## config.mk

```make
export PLATFORM = sky130hd
export DESIGN_NAME = vga_fb_scheduler
export DESIGN_NICKNAME = d
export VERILOG_FILES = /design/src/rtl/vga_fb_scheduler.sv
export SDC_FILE = /design/constraint.sdc
export NUM_CORES = 1
export LEC_CHECK = 0
export CAP_MARGIN = 10
export CORE_MARGIN = 2
export CORE_UTILIZATION = 50
export CTS_BUF_LIST = sky130_fd_sc_hd__clkbuf_4
export DETAILED_ROUTE_END_ITERATION = 7
export PLACE_DENSITY = 0.82
export SYNTH_ARGS = -nofsm -noshare
export SYNTH_HDL_FRONTEND = slang
export SYNTH_SLANG_ARGS = --single-unit
export TNS_END_PERCENT = 1
```

## constraint.sdc

```tcl
create_clock -name clk -period 6.35 [get_ports clk]
set_clock_uncertainty 0.15 [all_clocks]
set_input_delay 1.27 -clock clk [delete_from_list [all_inputs] [get_ports clk]]
set_output_delay 1.27 -clock clk [all_outputs]
set_load 0.005 [all_outputs]
```

## src/rtl/vga_fb_scheduler.sv

```systemverilog
// Time-multiplexes one single-port double-buffered framebuffer RAM between 640x480 scan-out and a pixel writer.
// Pixel latency is a fixed 3 cycles from pos sample; the writer is stalled (wr_ready low) for the whole active region.
module vga_fb_scheduler #(
    parameter int H_ACT_START = 144,
    parameter int H_ACT_END   = 784,
    parameter int V_ACT_START = 35,
    parameter int V_ACT_END   = 515,
    parameter int SCALE_SHIFT = 2,
    parameter int FB_W        = 160,
    parameter int FB_H        = 120,
    parameter int DW          = 12,
    parameter int AW          = 16
) (
    input  logic          clk,
    input  logic          rst,
    input  logic [9:0]    pos_x,
    input  logic [9:0]    pos_y,
    output logic [DW-1:0] pix_data,
    output logic          pix_valid,
    input  logic          wr_valid,
    output logic          wr_ready,
    input  logic [7:0]    wr_x,
    input  logic [6:0]    wr_y,
    input  logic [DW-1:0] wr_data,
    output logic          wr_err,
    input  logic          flip_req,
    output logic          flip_pending,
    output logic          front_page,
    output logic          flip_done,
    output logic          mem_en,
    output logic          mem_we,
    output logic [AW-1:0] mem_addr,
    output logic [DW-1:0] mem_wdata,
    input  logic [DW-1:0] mem_rdata
);

    localparam int          PAGE = FB_W * FB_H;
    localparam logic [9:0]  HS   = 10'(H_ACT_START);
    localparam logic [9:0]  HE   = 10'(H_ACT_END);
    localparam logic [9:0]  VS   = 10'(V_ACT_START);
    localparam logic [9:0]  VE   = 10'(V_ACT_END);

    typedef enum logic {SHOWING, PENDING} flip_state_t;

    flip_state_t   state, state_nxt;
    logic          apply;
    logic          active;
    logic          wr_in_range;
    logic          rd_s1, rd_s2;
    logic [AW-1:0] front_base, back_base;
    logic [AW-1:0] rd_row, rd_col, rd_addr, wr_addr;

    assign active      = (pos_x >= HS) && (pos_x < HE) && (pos_y >= VS) && (pos_y < VE);
    assign wr_ready    = !active && !rst;
    assign wr_in_range = (AW'(wr_x) < AW'(FB_W)) && (AW'(wr_y) < AW'(FB_H));

    // All address terms are AW wide so the page offset never truncates
    assign front_base = front_page ? AW'(PAGE) : '0;
    assign back_base  = front_page ? '0 : AW'(PAGE);
    assign rd_row     = (AW'(pos_y) - AW'(V_ACT_START)) >> SCALE_SHIFT;
    assign rd_col     = (AW'(pos_x) - AW'(H_ACT_START)) >> SCALE_SHIFT;
    assign rd_addr    = front_base + rd_row * AW'(FB_W) + rd_col;
    assign wr_addr    = back_base + AW'(wr_y) * AW'(FB_W) + AW'(wr_x);

    always_ff @(posedge clk or posedge rst) begin
        if (rst) begin
            mem_en    <= 1'b0;
            mem_we    <= 1'b0;
            mem_addr  <= '0;
            mem_wdata <= '0;
            wr_err    <= 1'b0;
            rd_s1     <= 1'b0;
            rd_s2     <= 1'b0;
            pix_valid <= 1'b0;
            pix_data  <= '0;
        end else begin
            wr_err    <= 1'b0;
            rd_s1     <= active;
            rd_s2     <= rd_s1;
            pix_valid <= rd_s2;
            pix_data  <= rd_s2 ? mem_rdata : '0;
            if (active) begin
                mem_en   <= 1'b1;
                mem_we   <= 1'b0;
                mem_addr <= rd_addr;
            end else if (wr_valid && wr_in_range) begin
                mem_en    <= 1'b1;
                mem_we    <= 1'b1;
                mem_addr  <= wr_addr;
                mem_wdata <= wr_data;
            end else begin
                // Idle and dropped writes both leave address/data lines untouched
                mem_en <= 1'b0;
                mem_we <= 1'b0;
                wr_err <= wr_valid;
            end
        end
    end

    always_ff @(posedge clk or posedge rst) begin
        if (rst) begin
            state      <= SHOWING;
            front_page <= 1'b0;
            flip_done  <= 1'b0;
        end else begin
            state      <= state_nxt;
            front_page <= front_page ^ apply;
            flip_done  <= apply;
        end
    end

    // Swap only at the start of vertical front porch so a frame is never torn
    always_comb begin
        state_nxt = state;
        apply     = 1'b0;
        case (state)
            SHOWING: if (flip_req) state_nxt = PENDING;
            PENDING: if (pos_y == VE && pos_x == 10'd0) begin
                apply     = 1'b1;
                state_nxt = SHOWING;
            end
        endcase
    end

    always_comb begin
        flip_pending = (state == PENDING);
    end

endmodule
```

==> flow_summary_export.csv <==
group,metric,value,unit
run_status,status,"complete, no violations",
route,routed.top_layer,"met4",
finish,layout_area_growth_over_synthesis,33.1,%
cts,worst_skew_pair.late_latency,360,ps
sta,post-route-min-period,5820,ps
route,route.detailed.drc,0,
global_route,number_of_antenna_violations_at_the_first_check_in_global_routing,0,
sta,report.final.slew_viol_count,0,
cts,numCtsBuffers,5,
die,initial_utilization,0.519,
setup_path,worstPathRequired,6510,ps
synthesis,mapped_area,3780,sq um
route,drt-met1-wl,4210,microns
finish,final_cell_mix,"sky130_fd_sc_hd__clkdlybuf4s50_1, sky130_fd_sc_hd__ha_1, sky130_fd_sc_hd__dfrtp_1, sky130_fd_sc_hd__nor2_1, sky130_fd_sc_hd__nand2_1",
hold_path,holdPathEnd,"rd_s2",
setup_path,worstSetupPathType,"input pin to flop",
die,rows,31,
setup_path,worstReg2RegStart,"front_page",
synthesis,ys_ff_latch,49,
sta,max_slew.worst_pin.slew,984,ps
flow_run,cap_violations,0,
sta,final.setup.tns,0,ps
setup_path,timing.reg2reg.worst_path_depth,10,
die,ios,111,
die,core,7290,sq um
cts,holdBufCountCts,0,
route,routed_length_on_met3,399,microns
die,area_of_the_die,8280,sq um
hold_path,timing.hold.worst.start,"rd_s1",
sta,rsz0062_at_grt,"false",
synthesis,dominantRegCellSynth,"sky130_fd_sc_hd__dfrtp_1",
synthesis,post_synth_inst_count,388,
synthesis,synth.distinct_cells,58,
route,route.antenna.remaining_nets,0,
finish,instances_no_fill,599,
hold_path,holdPathStages,0,
power_and_ir_drop,areal_power_density_over_the_cells,234,nW/um^2
global_route,grt_remaining_overflow,0,
cts,clock-sinks,49,
cts,clockRootBuffer,"sky130_fd_sc_hd__clkbuf_4",
cts,h-tree-depth,2,
route,vias_per_cell,5.47,
synthesis,yosys_warnings,0,
place,place.port_buffers,110,
synthesis,synth.area.top_cells,"sky130_fd_sc_hd__dfrtp_1, sky130_fd_sc_hd__ha_1, sky130_fd_sc_hd__fa_1",
power_and_ir_drop,peak_supply_drop,0.187,mV
global_route,grt_pass1_vias,3373,
place,gp_congestion,0.828,
synthesis,post-synth-top-area-cell,"sky130_fd_sc_hd__dfrtp_1",
cts,cts.clk_slew.worst_paths,160,ps
finish,drive_above_1_share,0.0700,
setup_path,worstSetupEndpointType,"flop",
synthesis,synth.yosys.seq_area_share,0.324,
finish,most_common_library_cell_in_the_layout_ignoring_fill_and_taps,"sky130_fd_sc_hd__clkdlybuf4s50_1",
route,met2WireLength,4470,microns
cts,total_setup_buffers_inserted_after_cts,0,
setup_path,worst_ep_arrival_time,5980,ps
finish,n_fill_cell,588,
setup_path,startpoint_type,"input pin",
synthesis,synth_area_per_cell,9.75,sq um
power_and_ir_drop,leakage,2.29,nW
synthesis,net_count_after_synthesis,507,
synthesis,asyncSetResetFlopFracSynth,1.00,
setup_path,rrSetupSlack,3040,ps
cts,post_cts_resized,0,
sta,max_freq,0.172,GHz
cts,cts_max_path_buffers,2,
synthesis,synth-edff-count,0,
finish,top_regs,"mem_addr (16), mem_wdata (12), pix_data (12)",
route,detail_route.first_pass.iterations,4,
finish,largest_register_ff_count,16,
sta,timing_hold_violations_final,0,
synthesis,synth_top_area_frac,0.324,
global_route,grt_first_pass_wirelength,15900,microns
route,post_drt_wl_per_cell,15.5,microns
place,dp_hpwl,7590,microns
sta,setup_viol,0,
finish,registers.top_by_ff_count,"mem_addr",
setup_path,crit-reg2reg-capture,"mem_addr[15]",
global_route,grt_start_max_net_pins,50,
route,drt_iter0_markers,79,
global_route,grtUsageTotal,0.231,
route,detailroute.via_count,3274,
setup_path,cp_max_fo,5,
sta,max_slew_margin_vs_limit,0.343,
route,detail_route.wirelength,9290,microns
die,die_height,91.0,microns
die,die_width,91.0,microns
hold_path,timing.hold.worst.class,"flop to flop",
finish,diodes,0,
place,number_of_instances_in_the_placed_design,591,
cts,cts_tree,"yes",
sta,finalCritPeriodShare,0.916,
finish,finalNetCount,618,
worst max path at each step:
stage / startpoint / to / slack (ps) / cells past startpoint
after floorplan: pos_y[1] / mem_addr[15] / 970 / 18
after global placement: pos_y[4] / mem_addr[15] / 340 / 19
after detailed placement: pos_y[4] / mem_addr[15] / 180 / 19
after CTS: pos_y[4] / mem_addr[15] / 550 / 19
after global routing: pos_y[4] / mem_addr[15] / 350 / 19
final: pos_y[4] / mem_addr[15] / 530 / 19
worst max-delay path, cell delays in order:
cell,delay [ps]
sky130_fd_sc_hd__clkdlybuf4s50_1,460
sky130_fd_sc_hd__a2111o_1,480
sky130_fd_sc_hd__and2_1,230
sky130_fd_sc_hd__o21ai_0,250
sky130_fd_sc_hd__nand2b_1,140
sky130_fd_sc_hd__ha_1,310
sky130_fd_sc_hd__ha_1,330
sky130_fd_sc_hd__a21o_1,180
sky130_fd_sc_hd__a21oi_1,200
sky130_fd_sc_hd__o21bai_1,80
sky130_fd_sc_hd__a21oi_1,180
sky130_fd_sc_hd__xnor2_1,140
sky130_fd_sc_hd__ha_1,250
sky130_fd_sc_hd__ha_1,340
sky130_fd_sc_hd__a2111oi_0,370
sky130_fd_sc_hd__o21ai_0,210
sky130_fd_sc_hd__a21o_1,230
sky130_fd_sc_hd__a211oi_1,180
sky130_fd_sc_hd__nand3b_1,130
Yosys cell counts, types with 2 or more instances:
library cell / instances
sky130_fd_sc_hd__nor3_1: 10
sky130_fd_sc_hd__nor4_1: 2
sky130_fd_sc_hd__xnor2_1: 16
sky130_fd_sc_hd__nand4_1: 3
sky130_fd_sc_hd__mux2_4: 9
sky130_fd_sc_hd__inv_1: 26
sky130_fd_sc_hd__a211oi_1: 7
sky130_fd_sc_hd__a211o_1: 3
sky130_fd_sc_hd__or3_1: 2
sky130_fd_sc_hd__nand2b_1: 6
sky130_fd_sc_hd__clkbuf_1: 4
sky130_fd_sc_hd__fa_1: 7
sky130_fd_sc_hd__mux2_2: 3
sky130_fd_sc_hd__and3_1: 5
sky130_fd_sc_hd__dfrtp_1: 49
sky130_fd_sc_hd__o21ai_0: 21
sky130_fd_sc_hd__o31a_1: 2
sky130_fd_sc_hd__a21o_1: 5
sky130_fd_sc_hd__nor2b_1: 7
sky130_fd_sc_hd__a31oi_1: 7
sky130_fd_sc_hd__o21a_1: 2
sky130_fd_sc_hd__nand3b_1: 3
sky130_fd_sc_hd__mux2i_1: 2
sky130_fd_sc_hd__xor2_1: 13
sky130_fd_sc_hd__nor3b_1: 2
sky130_fd_sc_hd__nand2_1: 26
sky130_fd_sc_hd__buf_2: 2
sky130_fd_sc_hd__and2_1: 16
sky130_fd_sc_hd__o21bai_1: 2
sky130_fd_sc_hd__or2_2: 2
sky130_fd_sc_hd__o22ai_1: 2
sky130_fd_sc_hd__nor2_1: 32
sky130_fd_sc_hd__a21oi_1: 17
sky130_fd_sc_hd__ha_1: 49
stage by stage:
stage               total power, W   util  hold slack [ps]  worst slack (ps)  instance area (sq um)
global placement           0.00100  0.682              182               341                   4970
floorplan                 0.000779      -              181               971                   3780
CTS                        0.00119  0.691              236               550                   5040
global route               0.00127  0.691              237               355                   5040
finish                     0.00118  0.691              231               531                   5040
detailed placement         0.00103  0.682              188               179                   4970
routing by layer:
metal,vias to the layer above,global-route usage
met5,-,0
met3,16,0.0373
li1,1586,-
met2,99,0.395
met4,0,0.0657
met1,1573,0.302
power breakdown:
part / leakage (nW) / internal (W) / switching (W) / total [W]
logic: 1.66 / 0.000334 / 0.000282 / 0.000616
clock network: 0.0293 / 0.0000460 / 0.000111 / 0.000157
registers: 0.597 / 0.000369 / 0.0000367 / 0.000406
final cells by class:
class / instances / area, sq um / share of cell area
multi-input combinational: 305 / 2410 / 0.479
sequential: 49 / 1230 / 0.243
timing repair buffer: 111 / 1110 / 0.220
tap: 99 / 124 / 0.0246
inverter: 27 / 101 / 0.0201
clock buffer: 5 / 37.5 / 0.00745
clock inverter: 3 / 26.3 / 0.00522
kinds of logic after synthesis:
logic type / share of synthesized area
buffers and inverters: 0.0387
AOI/OAI and AO/OA: 0.142
DFF: 0.324
xor gates and xnor gates: 0.0671
adders and majority gates: 0.199
and+or+nand+nor: 0.179
muxes: 0.0499
(Power assumes the default switching activity.)
